$ cat config.mk
export PLATFORM = sky130hd
export DESIGN_NAME = cpu_control_unit
export DESIGN_NICKNAME = d
export VERILOG_FILES = /design/src/rtl/cpu_control_unit.sv
export SDC_FILE = /design/constraint.sdc
export NUM_CORES = 1
export LEC_CHECK = 0
export BUFFER_PORTS_ARGS = -buffer_cell sky130_fd_sc_hd__buf_2
export CAP_MARGIN = 40
export CORE_MARGIN = 5
export CORE_UTILIZATION = 53
export CTS_CLUSTER_DIAMETER = 30
export DETAILED_ROUTE_END_ITERATION = 8
export PLACE_DENSITY_LB_ADDON = 0.05
export SETUP_SLACK_MARGIN = 0.5
export SLEW_MARGIN = 0
export SYNTH_ARGS = -nofsm -noshare
export SYNTH_HDL_FRONTEND = slang
export SYNTH_SLANG_ARGS = --single-unit
$ cat constraint.sdc
create_clock -name clk -period 4.13 [get_ports clk]
set_input_delay 0.2065 -clock clk [delete_from_list [all_inputs] [get_ports clk]]
set_output_delay 0.2065 -clock clk [all_outputs]
set_load 0.02 [all_outputs]
$ cat src/rtl/cpu_control_unit.sv
// Hardwired multi-cycle controller for the downsampling CPU datapath.
// Sequences fetch, IR load, decode and execute, and drives every datapath strobe.
module cpu_control_unit #(
    parameter int MEM_WAIT = 2
) (
    input  logic        clk,
    input  logic        reset,
    input  logic        start,
    input  logic [7:0]  Dec_IN,
    input  logic        z_flag,
    input  logic        finish_signal,
    output logic [2:0]  Op,
    output logic [3:0]  shift,
    output logic        fetch,
    output logic        Decode,
    output logic        PC1,
    output logic        Read_AC,
    output logic        Mem_Read,
    output logic        Mem_Write,
    output logic [1:0]  Ins_Con,
    output logic [14:0] Read_RL,
    output logic [17:0] Write_RL,
    output logic        busy,
    output logic        halted,
    output logic        illegal
);

    localparam logic [2:0] OP_PASSA = 3'd0;
    localparam logic [2:0] OP_PASSB = 3'd1;
    localparam logic [2:0] OP_ADD   = 3'd2;
    localparam logic [2:0] OP_SUB   = 3'd3;
    localparam logic [2:0] OP_SHR   = 3'd4;

    typedef enum logic [3:0] {
        S_IDLE, S_FETCH, S_LOADIR, S_DECODE, S_EXEC,
        S_MEMRD, S_LDAC, S_MEMWR, S_HALT
    } state_t;

    state_t     state, state_next;
    logic [3:0] wait_cnt, wait_cnt_next;
    logic [7:0] opcode;
    logic [3:0] r;
    logic       op_legal;

    assign r = opcode[3:0];

    always_ff @(posedge clk or posedge reset) begin
        if (reset) begin
            state    <= S_IDLE;
            wait_cnt <= 4'd0;
            opcode   <= 8'd0;
            illegal  <= 1'b0;
        end else begin
            state    <= state_next;
            wait_cnt <= wait_cnt_next;
            if (state == S_DECODE)
                opcode <= Dec_IN;
            if (state == S_EXEC && !op_legal)
                illegal <= 1'b1;
        end
    end

    // Register operands above R11 and any unlisted code count as illegal.
    always_comb begin
        op_legal = 1'b0;
        case (opcode[7:4])
            4'h0:                   op_legal = (r == 4'h0);
            4'h1, 4'h2, 4'h3, 4'h4: op_legal = (r <= 4'd11);
            4'h5:                   op_legal = 1'b1;
            4'h6, 4'h7, 4'h9, 4'hA: op_legal = (r == 4'h0);
            4'h8:                   op_legal = (r <= 4'h1);
            4'hF:                   op_legal = (r == 4'hF);
            default:                op_legal = 1'b0;
        endcase
    end

    always_comb begin
        state_next    = state;
        wait_cnt_next = 4'd0;
        case (state)
            S_IDLE:   if (start) state_next = S_FETCH;
            S_FETCH:  state_next = finish_signal ? S_HALT : S_LOADIR;
            S_LOADIR: state_next = S_DECODE;
            S_DECODE: state_next = S_EXEC;
            S_EXEC: begin
                if (!op_legal)
                    state_next = S_HALT;
                else if (opcode == 8'h60)
                    state_next = S_MEMRD;
                else if (opcode == 8'h70)
                    state_next = S_MEMWR;
                else if (opcode == 8'hFF)
                    state_next = S_HALT;
                else
                    state_next = S_FETCH;
            end
            S_MEMRD: begin
                if (wait_cnt == 4'(MEM_WAIT - 1))
                    state_next = S_LDAC;
                else
                    wait_cnt_next = wait_cnt + 4'd1;
            end
            S_LDAC:   state_next = S_FETCH;
            S_MEMWR: begin
                if (wait_cnt == 4'(MEM_WAIT - 1))
                    state_next = S_FETCH;
                else
                    wait_cnt_next = wait_cnt + 4'd1;
            end
            S_HALT:   state_next = S_HALT;
            default:  state_next = S_IDLE;
        endcase
    end

    // Moore outputs; only JZ looks at a live input (z_flag) during EXEC.
    always_comb begin
        Op        = OP_PASSA;
        shift     = 4'd0;
        fetch     = 1'b0;
        Decode    = 1'b0;
        PC1       = 1'b0;
        Read_AC   = 1'b0;
        Mem_Read  = 1'b0;
        Mem_Write = 1'b0;
        Ins_Con   = 2'b00;
        Read_RL   = 15'd0;
        Write_RL  = 18'd0;
        case (state)
            S_FETCH:  fetch = 1'b1;
            S_LOADIR: begin
                Read_RL[12] = 1'b1;
                Op          = OP_PASSB;
                Write_RL[14] = 1'b1;
            end
            S_DECODE: begin
                Decode = 1'b1;
                PC1    = 1'b1;
            end
            S_EXEC: begin
                if (op_legal) begin
                    case (opcode[7:4])
                        4'h1: begin
                            Read_RL  = 15'(1) << r;
                            Op       = OP_PASSB;
                            Write_RL = 18'd1;
                        end
                        4'h2: begin
                            Read_AC  = 1'b1;
                            Write_RL = 18'(1) << (5'(r) + 5'd1);
                        end
                        4'h3, 4'h4: begin
                            Read_AC  = 1'b1;
                            Read_RL  = 15'(1) << r;
                            Op       = (opcode[7:4] == 4'h3) ? OP_ADD : OP_SUB;
                            Write_RL = 18'd1;
                        end
                        4'h5: begin
                            Read_AC  = 1'b1;
                            shift    = r;
                            Op       = OP_SHR;
                            Write_RL = 18'd1;
                        end
                        4'h7: begin
                            Read_AC      = 1'b1;
                            Write_RL[16] = 1'b1;
                        end
                        4'h8: if (r == 4'h0 || z_flag) Ins_Con = 2'b10;
                        4'h9: Ins_Con = 2'b01;
                        4'hA: begin
                            Read_AC      = 1'b1;
                            Write_RL[15] = 1'b1;
                        end
                        default: ;
                    endcase
                end
            end
            S_MEMRD:  Mem_Read = 1'b1;
            S_LDAC: begin
                Read_RL[14] = 1'b1;
                Op          = OP_PASSB;
                Write_RL[0] = 1'b1;
            end
            S_MEMWR:  Mem_Write = 1'b1;
            default: ;
        endcase
    end

    assign busy   = (state != S_IDLE) && (state != S_HALT);
    assign halted = (state == S_HALT);

endmodule

==> results of run 1 <==
-- layout make-up --
type / count / area, um2
inverters: 5 / 18.8
flip-flops and latches: 17 / 425
clock buffers: 3 / 22.5
multi-input cells: 161 / 1100
fillers: 276 / 1080
repair buffers: 62 / 315
well taps: 44 / 55.1
clock inverters: 1 / 5.00
-- repair_timing --
action	in CTS	in global routing
endpoints found under the setup margin	0	0
endpoints found under the hold margin	17	0
hold buffers	1	0
-- worst max-delay path, cell delays in order (launching register included) --
cell	delay, ps
sky130_fd_sc_hd__dfrtp_1	720
sky130_fd_sc_hd__nand2b_1	130
sky130_fd_sc_hd__o21ai_0	210
sky130_fd_sc_hd__o311ai_2	140
sky130_fd_sc_hd__a31oi_1	730
sky130_fd_sc_hd__o2111a_1	310
sky130_fd_sc_hd__buf_2	160
-- cells in the mapped netlist (all sizes together) (2+ instances only) --
cell | count | share of area (%)
a21o | 2 | 0.90
a21oi | 6 | 2.0
a31oi | 3 | 1.1
and2 | 6 | 2.3
and3 | 10 | 4.1
and4 | 5 | 2.6
buf | 13 | 6.1
clkbuf | 6 | 1.4
dfrtp | 17 | 26
ha | 2 | 1.5
inv | 5 | 1.1
mux2 | 7 | 4.7
mux2i | 3 | 1.8
nand2 | 9 | 2.0
nand2b | 4 | 1.5
nand3 | 6 | 2.1
nand3b | 2 | 1.7
nor2 | 31 | 8.0
nor2b | 2 | 0.75
nor3 | 14 | 5.1
nor3b | 4 | 1.8
nor4 | 4 | 2.4
nor4b | 2 | 1.8
o21a | 2 | 0.90
o21ai | 8 | 2.4
o311ai | 2 | 1.5
or3 | 2 | 0.75
or4 | 2 | 0.90
xor2 | 3 | 1.6
-- path summary, 6_finish.rpt --
path | from | end | slack, ps
min | Dec_IN[2] | opcode[2]$_DFFE_PP0P_ | 120
max | opcode[5]$_DFFE_PP0P_ | Write_RL[15] | 1230
max in group asynchronous | reset | opcode[7]$_DFFE_PP0P_ | 3230
max reg2reg | opcode[5]$_DFFE_PP0P_ | state[0]$_DFFE_PP0P_ | 1900
min reg2reg | illegal$_DFFE_PP0P_ | illegal$_DFFE_PP0P_ | 460
min in group asynchronous | reset | wait_cnt[0]$_DFF_PP0_ | 510
-- cells by family after synthesis --
group	share of synthesized area (%)
AO/OA/AOI/OAI	15.0
XOR/XNOR	2.10
AND/OR/NAND/NOR	40.6
buffers and inverters	8.55
other	0.225
adder cells (fa/ha/maj)	1.50
multiplexers	6.53
flip-flops	25.5
-- routing by layer --
layer	share of wire (%)	vias up	GRT usage [%]
met5	0	-	0
met4	1.1	0	5.33
met3	8.3	4	2.21
met2	44	64	29.5
met1	47	763	28.5
li1	-	823	-
-- flip-flops by register name, indices dropped and copies added, names as in the netlist --
signal / count
opcode: 8
illegal: 1
state: 4
wait_cnt: 4
-- report_power, final --
part,internal [uW],switching [uW]
logic,263,351
registers,222,231
clock network,36.0,48.2
-- layout by cell type (no fill, tap or decap), types with 2 or more instances in the layout --
master	count
sky130_fd_sc_hd__buf_2	61
sky130_fd_sc_hd__nor2_1	28
sky130_fd_sc_hd__dfrtp_1	17
sky130_fd_sc_hd__nor3_1	11
sky130_fd_sc_hd__and3_1	9
sky130_fd_sc_hd__nand2_1	9
sky130_fd_sc_hd__mux2_2	7
sky130_fd_sc_hd__o21ai_0	7
sky130_fd_sc_hd__and2_1	6
sky130_fd_sc_hd__and4_1	5
sky130_fd_sc_hd__a21oi_1	5
sky130_fd_sc_hd__nand3_1	5
sky130_fd_sc_hd__nand2b_1	4
sky130_fd_sc_hd__nor3b_1	4
sky130_fd_sc_hd__inv_1	4
sky130_fd_sc_hd__nor3_2	3
sky130_fd_sc_hd__a31oi_1	3
sky130_fd_sc_hd__mux2i_1	3
sky130_fd_sc_hd__nor4_1	3
sky130_fd_sc_hd__xor2_1	3
sky130_fd_sc_hd__clkbuf_4	3
sky130_fd_sc_hd__nor2b_1	2
sky130_fd_sc_hd__o21a_1	2
sky130_fd_sc_hd__or3_1	2
sky130_fd_sc_hd__a21o_1	2
sky130_fd_sc_hd__nor4b_2	2
sky130_fd_sc_hd__nor2_4	2
sky130_fd_sc_hd__or4_1	2
sky130_fd_sc_hd__ha_1	2
sky130_fd_sc_hd__conb_1	2
-- per-stage QoR --
step | worst slack, ps | std cells | cell area [um2] | power (uW)
after floorplan | 1770 | 202 | 1670 | 973
after global routing | 919 | 293 | 1950 | 1250
after CTS | 1240 | 293 | 1950 | 1150
after detailed placement | 1570 | 288 | 1910 | 1060
final | 1230 | 293 | 1950 | 1150
after global placement | 1590 | 288 | 1910 | 1060
==> impl.org, run 1 <==
** Setup path
- STA puts the critical path data required time at approximately 4000 ps.
- STA classifies the critical path startpoint as a flip-flop.
- Measured in cells, the most critical reg-to-reg path has a length of 5.
- Critical path fanouts, max :: 19
- The worst setup path is of the reg -> out kind.
- STA classifies the critical path endpoint as a primary output.
- CP Data Arrival Time :: 2700 ps

** Layout
- At the end of the flow the core is filled with cells to 64.3%.
- Fraction of final layout cells sized beyond drive strength 1 :: 35.3%
- Final antenna diode count :: 0
- From synthesis to final layout, the design area changed by 16.7%.
- Post-layout net count :: 265

** Run
- Max_cap viols :: 0

** Floorplan
- During I/O placement, the number of pins put on the boundary was 64.
- The die is 66.1 um wide.
- The core region is ~0.0030 mm2.
- Die height :: 66.1 um
- Effective utilization at floorplan :: ~55%
- Die Footprint :: 0.00437 mm2
- In this run the core area contains 20 standard-cell rows.

** CTS
- TritonCTS built the clock tree.
- The number of gates resized after CTS was 0.
- Clock-pin slew was measured on the worst setup and hold paths at 80 ps.
- Max Root-Sink Buffers :: 2
- CTS built an H-tree with a depth of 1.
- Worst skew pair latency :: 290 ps
- For this design, the sink count on the clock tree is 17.
- Cell at the root of the clock tree :: sky130_fd_sc_hd__clkbuf_4
- Number of buffers created by CTS :: 3
- Once the clock tree was built, the setup fixing pass inserted 0 buffers.

** Yosys
- The mapped netlist covers roughly 0.0017 mm2.
- Share of flip-flops with an asynchronous set or reset after synthesis :: 100%
- Summing the sequential cell areas from Yosys gives 25.5% of the chip area.
- Count of yosys warnings during synthesis :: 0
- Top flip-flop cell by instance count after synthesis :: sky130_fd_sc_hd__dfrtp_1
- Counting distinct cell types in the post-synthesis netlist gives 61.
- Gate Count Post-Synth :: roughly 200
- Post-synthesis average cell area :: 8.30 um2
- In this run, synthesis produced a sequential element count of 17.
- Yosys mapped a number of flops with a built-in enable equal to 0.

** Timing
- Setup repair after global routing left no endpoint under its margin.
- The number of pins exceeding their max-slew limit in the final report was 0.
- After routing, the total negative slack on setup checks comes to 0 ps.
- F_max :: 345 MHz
- The worst pin sits at a relative slew slack of 41.8%.
- Post-route clock period utilization :: 70.3%
- Worst-Margin Slew :: a little under 900 ps
- The final-report hold violation count was 0.
- Post-layout min period :: about 2900 ps
- Between clock sinks in the finished design, the worst skew comes to 9.03 ps.
- Hold is met by 122 ps.
- Number of setup violations in the final report :: 0

** Drt
- Summed over all layers, the routed wires come to 4.17 mm.
- Dividing the detail-routed wire length by the instance count gives 14.2 um.
- DR DRC count :: 0
- After the first detailed-routing iteration, the DRC count stood at 111.
- Pre-antenna DRT Iters :: 4
- Remaining antenna violation count :: 0
- Dividing the detail-routed via count by the number of cells gives 5.65.
- Total number of vias :: 1654

** Placed design
- Weighted congestion at the end of routability-driven global placement :: 0.847
- Summed over all nets, the half-perimeter wirelength after detailed placement is 3.17 mm.
- I/O Buffers :: 61

** GRT
- Entering global routing, the biggest net connects 20 pins.
- Global routing consumed, over all layers together, 19.3% of the routing resources.
- Overflow after GRT :: 0
- Initial antenna violation count :: 0
- Vias in the first global route :: roughly 1400
- The first global-routing pass estimated 6.72 mm of wire.

** Hold path
- Along the worst hold path, the cell count comes to 3.
- Min-Delay Path Class :: in -> reg

** Outcome
- Outcome :: finished clean

** Power and ir drop
- In this run the power density over the cells is just under 600 mW/mm2.
- In this run the static leakage power is slightly below 0.001 uW.
- Peak ir drop on the vdd network :: about 0.43 mV
Note: power is estimated with default switching activity, not from simulation.
==> run 2, diff against run 1 <==
CORE_UTILIZATION = 49   (was 53)
clock period = 2.7 ns   (was 4.13 ns; I/O delays follow)
==> impl.org, run 2 (synthesized netlist as in run 1, its figures left out) <==
** Power and ir drop
- The worst IR drop on VDD was 0.726 mV (was 0.434 mV).
- The ratio of total power to cell area came to 985 mW/mm2 (was 591 mW/mm2).
- Reported leakage power :: 0.00116 uW (was 0.000976 uW)

** Layout
- The synthesis-to-finish area growth was 45.3% (was 16.7%).
- The fraction of final layout cells with drive strength greater than 1 was 53.4% (was 35.3%).
- Registers with the highest flip-flop counts :: opcode (8), state (4), wait_cnt (4) (unchanged)
- Register with the highest flop count :: opcode (unchanged)
- The filler cell count in the final layout is 254 (was 276).
- Area taken by flip-flops and latches :: 438 um2 (was 425 um2)
- The final non-filler cell total was 329 (was 293).
- Final antenna diode count :: 0 (unchanged)
- Most common library cell in the layout ignoring fill and taps :: sky130_fd_sc_hd__buf_2 (unchanged)
- Post-layout utilization of the core :: 73.2% (was 64.3%)
- Flip-flop count of the largest register after layout :: 8 (unchanged)
- Post-layout net count :: 299 (was 265)
- The combined area of the multi-input logic cells was 0.00122 mm2 (was 0.00110 mm2).
- Most used cells in the layout excluding fill and tap cells :: sky130_fd_sc_hd__buf_2, sky130_fd_sc_hd__buf_4, sky130_fd_sc_hd__nor2_1 (was sky130_fd_sc_hd__buf_2, sky130_fd_sc_hd__nor2_1, sky130_fd_sc_hd__dfrtp_1)

** Timing
- Total negative slack :: 0 ps (unchanged)
- The number of pins exceeding their max-slew limit in the final report was 0 (unchanged).
- For the finished layout, the period the worst path requires is about 2300 ps.
- Worst Clk Skew :: 7.42 ps (was 9.03 ps)
- Total count of hold-check failures in the final report :: 0 (unchanged)
- Max_slew headroom :: 56.2% (was 41.8%)
- Setup repair after global routing missed its margin: yes (was no).
- In the finished design, the share of the clock period the worst path needs comes to a little over four fifths.
- Hold slack final :: 68.1 ps (was 122 ps)
- The setup violation total in the final timing report came to 0 (unchanged).
- Worst-Margin Slew :: 657 ps (was 869 ps)
- F_max :: 442 MHz

** Hold path
- Min-Delay Path Class :: in -> reg (unchanged)
- The worst hold endpoint was opcode[4]$_DFFE_PP0P_ (was opcode[2]$_DFFE_PP0P_).
- The number of instances on the worst hold path is 2 (was 3).
- The hold path startpoint is Dec_IN[4] (was Dec_IN[2]).

** Setup path
- Library cell contributing the largest single delay on the critical path :: sky130_fd_sc_hd__or4_4 (was sky130_fd_sc_hd__a31oi_1)
- The critical path start-end classification was reg -> out (unchanged).
- Slack of the worst reg-to-reg path :: 780 ps (was 1900 ps)
- Cells traversed along the worst timing path: nand2_2, inv_2, ha_4, nand3_4, or4_4, nor2_1, buf_4 (was nand2b_1, o21ai_0, o311ai_2, a31oi_1, o2111a_1, buf_2).
- Data required time at the worst endpoint :: 2570 ps (was 3920 ps)
- Critical Path Sink Type :: primary output (unchanged)
- CP Data Arrival Time :: 2130 ps (was 2700 ps)
- The number of cells on the worst reg-to-reg path is 8 (was 5).
- The critical register-to-register path endpoint is state[0]$_DFFE_PP0P_ (unchanged).
- The combined buffer and inverter count along the critical path is 2 (was 1).
- Crit Reg-Reg Startpoint :: opcode[0]$_DFFE_PP0P_ (was opcode[5]$_DFFE_PP0P_)
- The maximum single-stage delay on the critical path was 500 ps (was 730 ps).
- Category of cells accounting for the largest share of critical-path delay :: simple AND/OR/NAND/NOR gates (was compound AO/OA/AOI/OAI gates)
- Element type at the critical path start :: flip-flop (unchanged)
- The maximum net fanout on the critical path came to 6 (was 19).

** CTS
- Clock tree sinks :: 17 (unchanged)
- Worst skew pair latency :: 290 ps (about the same)
- H-tree Lvls :: 1 (unchanged)
- Clock-pin slew of the registers on the worst-case setup and hold paths :: 100 ps (was 80 ps)
- Cell at the root of the clock tree :: sky130_fd_sc_hd__clkbuf_4 (unchanged)
- The buffer depth of the longest clock path is 2 (unchanged).
- Clock tree from TritonCTS :: yes (unchanged)
- The number of clock buffers inserted by TritonCTS was 3 (unchanged).

** Floorplan
- Die height :: 68.3 um (was 66.1 um)
- The die extent in x was 68.3 um (was 66.1 um).
- The I/O pin count came to 64 (unchanged).
- The starting utilization of the core area came to 50.4% (was 55.1%).
- Core Region :: 0.00331 mm2 (was 0.00303 mm2)
- Number of placement rows :: 21 (was 20)
- Die Footprint :: 0.00467 mm2 (was 0.00437 mm2)

** Drt
- Drt first-iter violations :: 131 (was 111)
- The post-route antenna net violation count was 0 (unchanged).
- Pre-antenna DRT Iters :: 4 (unchanged)
- DR DRC count :: 0 (unchanged)
- Vias per std cell :: 5.71 (was 5.65)
- Total number of vias :: 1878 (was 1654)
- The average routed wire per standard cell was 16.2 um (was 14.2 um).
- Total wirelength of the detailed-routed design :: 5.34 mm (was 4.17 mm)

** Run
- Max_cap viols :: 0 (unchanged)

** GRT
- The global route total overflow was 0 (unchanged).
- Initial antenna violation count :: 0 (unchanged)
- Global-route wire length before repair :: 7.49 mm (was 6.72 mm)
- The overall fraction of global-route tracks in use came to 20.9% (was 19.3%).
- Pin count of the biggest net entering global routing :: 19 (was 20)
- Vias in the first global route :: 1578 (was 1394)

** Outcome
- Outcome :: finished clean (unchanged)

** Placed design
- Weighted congestion at the end of routability-driven global placement :: 0.839 (was 0.847)
- DP HPWL :: 3.32 mm (was 3.17 mm)
- I/O Buffers :: 61 (unchanged)
- The placed cell count is 294 (was 288).
-- run 2: cell types whose count changed in the layout (fill, tap and decap cells not counted), moves of 3 or more --
cell / change
sky130_fd_sc_hd__buf_4: +33
sky130_fd_sc_hd__buf_2: -12
sky130_fd_sc_hd__dfrtp_1: -10
sky130_fd_sc_hd__dfrtp_2: +10
sky130_fd_sc_hd__buf_6: +9
sky130_fd_sc_hd__nor2_1: -3
sky130_fd_sc_hd__nor3_1: -3
-- run 2: worst register-to-register path: cells and delay by family (launching register included) --
kind / cells / cell delay [ps]
AO/OA/AOI/OAI: 5 / 950
buffers and inverters: 3 / 450
flip-flops: 1 / 410
-- run 2: worst max-delay path by stage --
stage,start,endpoint,slack (ps),cells past startpoint
6_report,opcode[1]$_DFFE_PP0P_,Write_RL[3],440,7
5_1_grt,opcode[5]$_DFFE_PP0P_,Ins_Con[0],340,7
4_1_cts,opcode[0]$_DFFE_PP0P_,Write_RL[0],500,8
3_5_place_dp,opcode[1]$_DFFE_PP0P_,Write_RL[4],430,7
3_3_place_gp,opcode[1]$_DFFE_PP0P_,Write_RL[4],450,7
2_1_floorplan,opcode[2]$_DFFE_PP0P_,Write_RL[2],520,6
-- run 2: report_power, final --
| group | leakage, uW | internal, uW | total [uW] | switching [uW] |
|---|---|---|---|---|
| registers | 0.000205 | 358 | 527 | 170 |
| logic | 0.000935 | 768 | 1730 | 959 |
| clock network | 0.0000177 | 55.0 | 134 | 78.9 |
| total | 0.00116 | 1180 | 2390 | 1210 |
-- run 2: per-stage QoR --
stage                     instance area (um2)  setup slack (ps)  power [uW]
after floorplan                          1680               520        1490
after global placement                   1950               449        1660
after detailed placement                 1950               433        1660
after CTS                                2200               502        2100
after global routing                     2420               344        2540
final                                    2420               438        2390
-- run 2: area by class of cell --
type                    instances  share of cell area [%]
well taps                      46                    2.37
multi-input cells             161                    50.2
flip-flops and latches         17                    18.1
inverters                       5                   0.774
clock inverters                 1                   0.207
repair buffers                 96                    27.4
clock buffers                   3                   0.929
-- run 2: layer usage --
layer	vias up	global-route usage [%]	part of all wire, %	routed length, um
met5	-	0	0	0
met4	0	7.44	3.5	187
met3	16	1.64	9.2	493
met2	94	34.7	47	2490
met1	879	28.5	41	2170
li1	889	-	-	-
-- run 2: what timing repair did --
item / CTS / global route
hold buffers: 1 / 0
pin swaps: 2 / 8
resized for setup: 17 / 40
setup endpoints to repair: 26 / 31
buffers inserted: 20 / 10
hold endpoints to repair: 17 / 0
==> run 3, diff against run 2 <==
CORE_UTILIZATION = 45   (was 49)
clock period = 2 ns   (was 2.7 ns; I/O delays follow)
==> impl.org, run 3 (synthesized netlist as in run 1, its figures left out) <==
** Outcome
- Outcome :: complete, but fails checks (was finished clean)
- Violations in the final reports :: negative setup slack

** Run
- The number of max-capacitance violations reported is 0 (unchanged).

** Layout
- Post-route cell area :: 0.00346 mm2 (was 0.00242 mm2)
- Most common library cell in the layout ignoring fill and taps :: sky130_fd_sc_hd__buf_6 (was sky130_fd_sc_hd__buf_2)
- Area Overhead vs Synth :: 107% (was 45.3%)
- Flip-flop count of the largest register after layout :: 8 (unchanged)
- The final net count was 339 (was 299).
- The filler cell count in the final layout was 93 (was 254).
- Registers with the highest flip-flop counts :: opcode (8), state (4), wait_cnt (4) (unchanged)
- The combined area of the multi-input logic cells is 0.00162 mm2 (was 0.00122 mm2).
- Most used cells in the layout excluding fill and tap cells :: sky130_fd_sc_hd__buf_6, sky130_fd_sc_hd__buf_4, sky130_fd_sc_hd__buf_2 (was sky130_fd_sc_hd__buf_2, sky130_fd_sc_hd__buf_4, sky130_fd_sc_hd__nor2_1)
- The top register by number of flip-flops is opcode (unchanged).
- Area taken by flip-flops and latches :: 437 um2 (was 438 um2)
- Final antenna diode count :: 0 (unchanged)
- Fraction of final layout cells sized beyond drive strength 1 :: 74.0% (was 53.4%)

** GRT
- The overall fraction of global-route tracks in use came to 24.6% (was 20.9%).
- Vias in the first global route :: 1981 (was 1578)
- The global route total overflow came to 0 (unchanged).
- The pin count of the biggest net entering global routing was 18 (was 19).
- Initial antenna violation count :: 0 (unchanged)
- The global-route wire length before repair is 9.98 mm (was 7.49 mm).

** Setup path
- Element type at the critical path start :: flip-flop (unchanged)
- The worst path arrival time was 2200 ps (was 2130 ps).
- Critical path fanouts, max :: 7 (was 6)
- Crit Reg-Reg Startpoint :: opcode[0]$_DFFE_PP0P_ (unchanged)
- The kind of end point of the critical path was a primary output (unchanged).
- R2r worst-path depth :: 8 (unchanged)
- Slack of the worst reg-to-reg path :: 30 ps (was 780 ps)
- Reg-to-reg critical path endpoint :: state[0]$_DFFE_PP0P_ (unchanged)
- The critical path data required time came to 1900 ps (was 2570 ps).
- The critical path start-end classification is reg -> out (unchanged).

** Drt
- The violation count after the first detailed-route iteration came to 246 (was 131).
- Vias per std cell :: 6.51 (was 5.71)
- Total number of vias :: 2417 (was 1878)
- Routed wirelength normalized by instance count :: 25.3 um (was 16.2 um)
- The aggregate routed wire length was 9.40 mm (was 5.34 mm).
- The number of DRC violations after detailed routing is 0 (unchanged).
- The post-route antenna net violation count is 0 (unchanged).
- The number of detailed-routing iterations run before antenna repair is 5 (was 4).

** Hold path
- The number of instances on the worst hold path came to 2 (unchanged).
- Hold Startpoint :: Dec_IN[0] (was Dec_IN[4])
- The worst hold endpoint is opcode[0]$_DFFE_PP0P_ (was opcode[4]$_DFFE_PP0P_).
- The type of the tightest min-delay check is in -> reg (unchanged).

** Timing
- Worst-Margin Slew :: 675 ps (was 657 ps)
- The setup violation total in the final timing report is 32 (was 0).
- The final-report hold violation count came to 0 (unchanged).
- The worst slew slack as a fraction of its limit came to 55.0% (was 56.2%).
- The smallest clock period supported by the final layout is computed as 2300 ps.
- Based on the critical path, the design can be clocked at up to about 440 MHz.
- Total negative slack :: -4910 ps (was 0 ps)
- Setup repair after global routing missed its margin :: yes (unchanged)
- Post-route clock period utilization :: 115%
- Slew Limit Fails :: 0 (unchanged)
- The worst clock skew is 0.974 ps (was 7.42 ps).
- Worst path setup slack after routing :: -296 ps (was 438 ps)

** CTS
- Worst skew pair latency :: 260 ps (was 290 ps)
- The total number of H-tree levels is 1 (unchanged).
- Clock tree sinks :: 17 (unchanged)
- The number of clock buffers inserted by TritonCTS was 3 (unchanged).
- Clock tree from TritonCTS :: yes (unchanged)
- The buffer type at the clock tree root was sky130_fd_sc_hd__clkbuf_8 (was sky130_fd_sc_hd__clkbuf_4).
- Max Root-Sink Buffers :: 2 (unchanged)
- Clock-pin slew of the registers on the worst-case setup and hold paths :: 70 ps (was 100 ps)

** Floorplan
- The starting utilization of the core area is 45.9% (was 50.4%).
- The I/O pin count came to 64 (unchanged).
- Number of placement rows :: 22 (was 21)
- The die extent in x is 70.9 um (was 68.3 um).
- The height of the chip came to 70.9 um (was 68.3 um).
- Die Footprint :: 0.00502 mm2 (was 0.00467 mm2)
- Core Region :: 0.00363 mm2 (was 0.00331 mm2)

** Placed design
- Cell area after placement :: 0.00228 mm2 (was 0.00195 mm2)
- DP HPWL :: 3.82 mm (was 3.32 mm)
- I/O Buffers :: 61 (unchanged)
- The global placement routability congestion is 0.900 (was 0.839).

** Power and ir drop
- The leakage power is 0.00151 uW (was 0.00116 uW).
- The worst IR drop on VDD is 1.19 mV (was 0.726 mV).
- Total power divided by cell area :: 1470 mW/mm2 (was 985 mW/mm2)
- Total power of the final layout :: 5100 uW (was 2390 uW)
==> run 3: how the worst max path moves through the flow <==
stage	depth (start not counted)	from	end	slack, ps
CTS	8	opcode[0]$_DFFE_PP0P_	Write_RL[0]	-90
global placement	7	opcode[1]$_DFFE_PP0P_	Write_RL[2]	160
detailed placement	7	opcode[1]$_DFFE_PP0P_	Write_RL[2]	130
global route	7	opcode[7]$_DFFE_PP0P_	Ins_Con[0]	-380
floorplan	6	opcode[2]$_DFFE_PP0P_	Write_RL[4]	170
finish	7	opcode[7]$_DFFE_PP0P_	Read_RL[8]	-300
==> run 3: stage by stage <==
step	instances	hold slack, ps	setup slack [ps]	util, %
after floorplan	202	25.9	168	-
after global placement	312	210	165	62.8
after detailed placement	312	206	134	62.8
after CTS	348	70.1	-91.1	82.6
after global routing	371	69.6	-380	95.2
final	371	80.8	-296	95.2
==> run 3: where the power goes <==
group / internal (uW) / total (uW) / switching (uW)
Sequential: 482 / 687 / 204
Combinational: 1950 / 4140 / 2190
Clock: 140 / 273 / 133
Total: 2570 / 5100 / 2530
==> run 3: critical path: stages, from the launching register on <==
cell,delay (ps)
sky130_fd_sc_hd__dfrtp_2,470
sky130_fd_sc_hd__nand2b_1,230
sky130_fd_sc_hd__o21ai_2,240
sky130_fd_sc_hd__o311ai_4,170
sky130_fd_sc_hd__a31oi_2,240
sky130_fd_sc_hd__buf_4,200
sky130_fd_sc_hd__and4_4,220
sky130_fd_sc_hd__buf_2,160
==> run 3: layout make-up <==
type                    instances  share of cell area [%]
clock inverters                 1                   0.217
multi-input cells             162                    46.7
flip-flops and latches         17                    12.6
well taps                      48                    1.74
inverters                       5                   0.687
repair buffers                135                    36.9
clock buffers                   3                    1.19
==> run 3: timing repair <==
item                                    in CTS  in global routing
endpoints found under the hold margin       17                  0
resized for setup                          118                 71
pin swaps                                   14                 22
cloned                                       0                  2
hold buffers                                 1                  0
buffers inserted                            31                 21
endpoints found under the setup margin      58                 59
==> run 3: routing by layer <==
layer	GRT usage [%]	routed length, um
met1	31.4	3160
met2	41.5	4580
met3	5.11	938
met4	7.93	724
met5	0	0
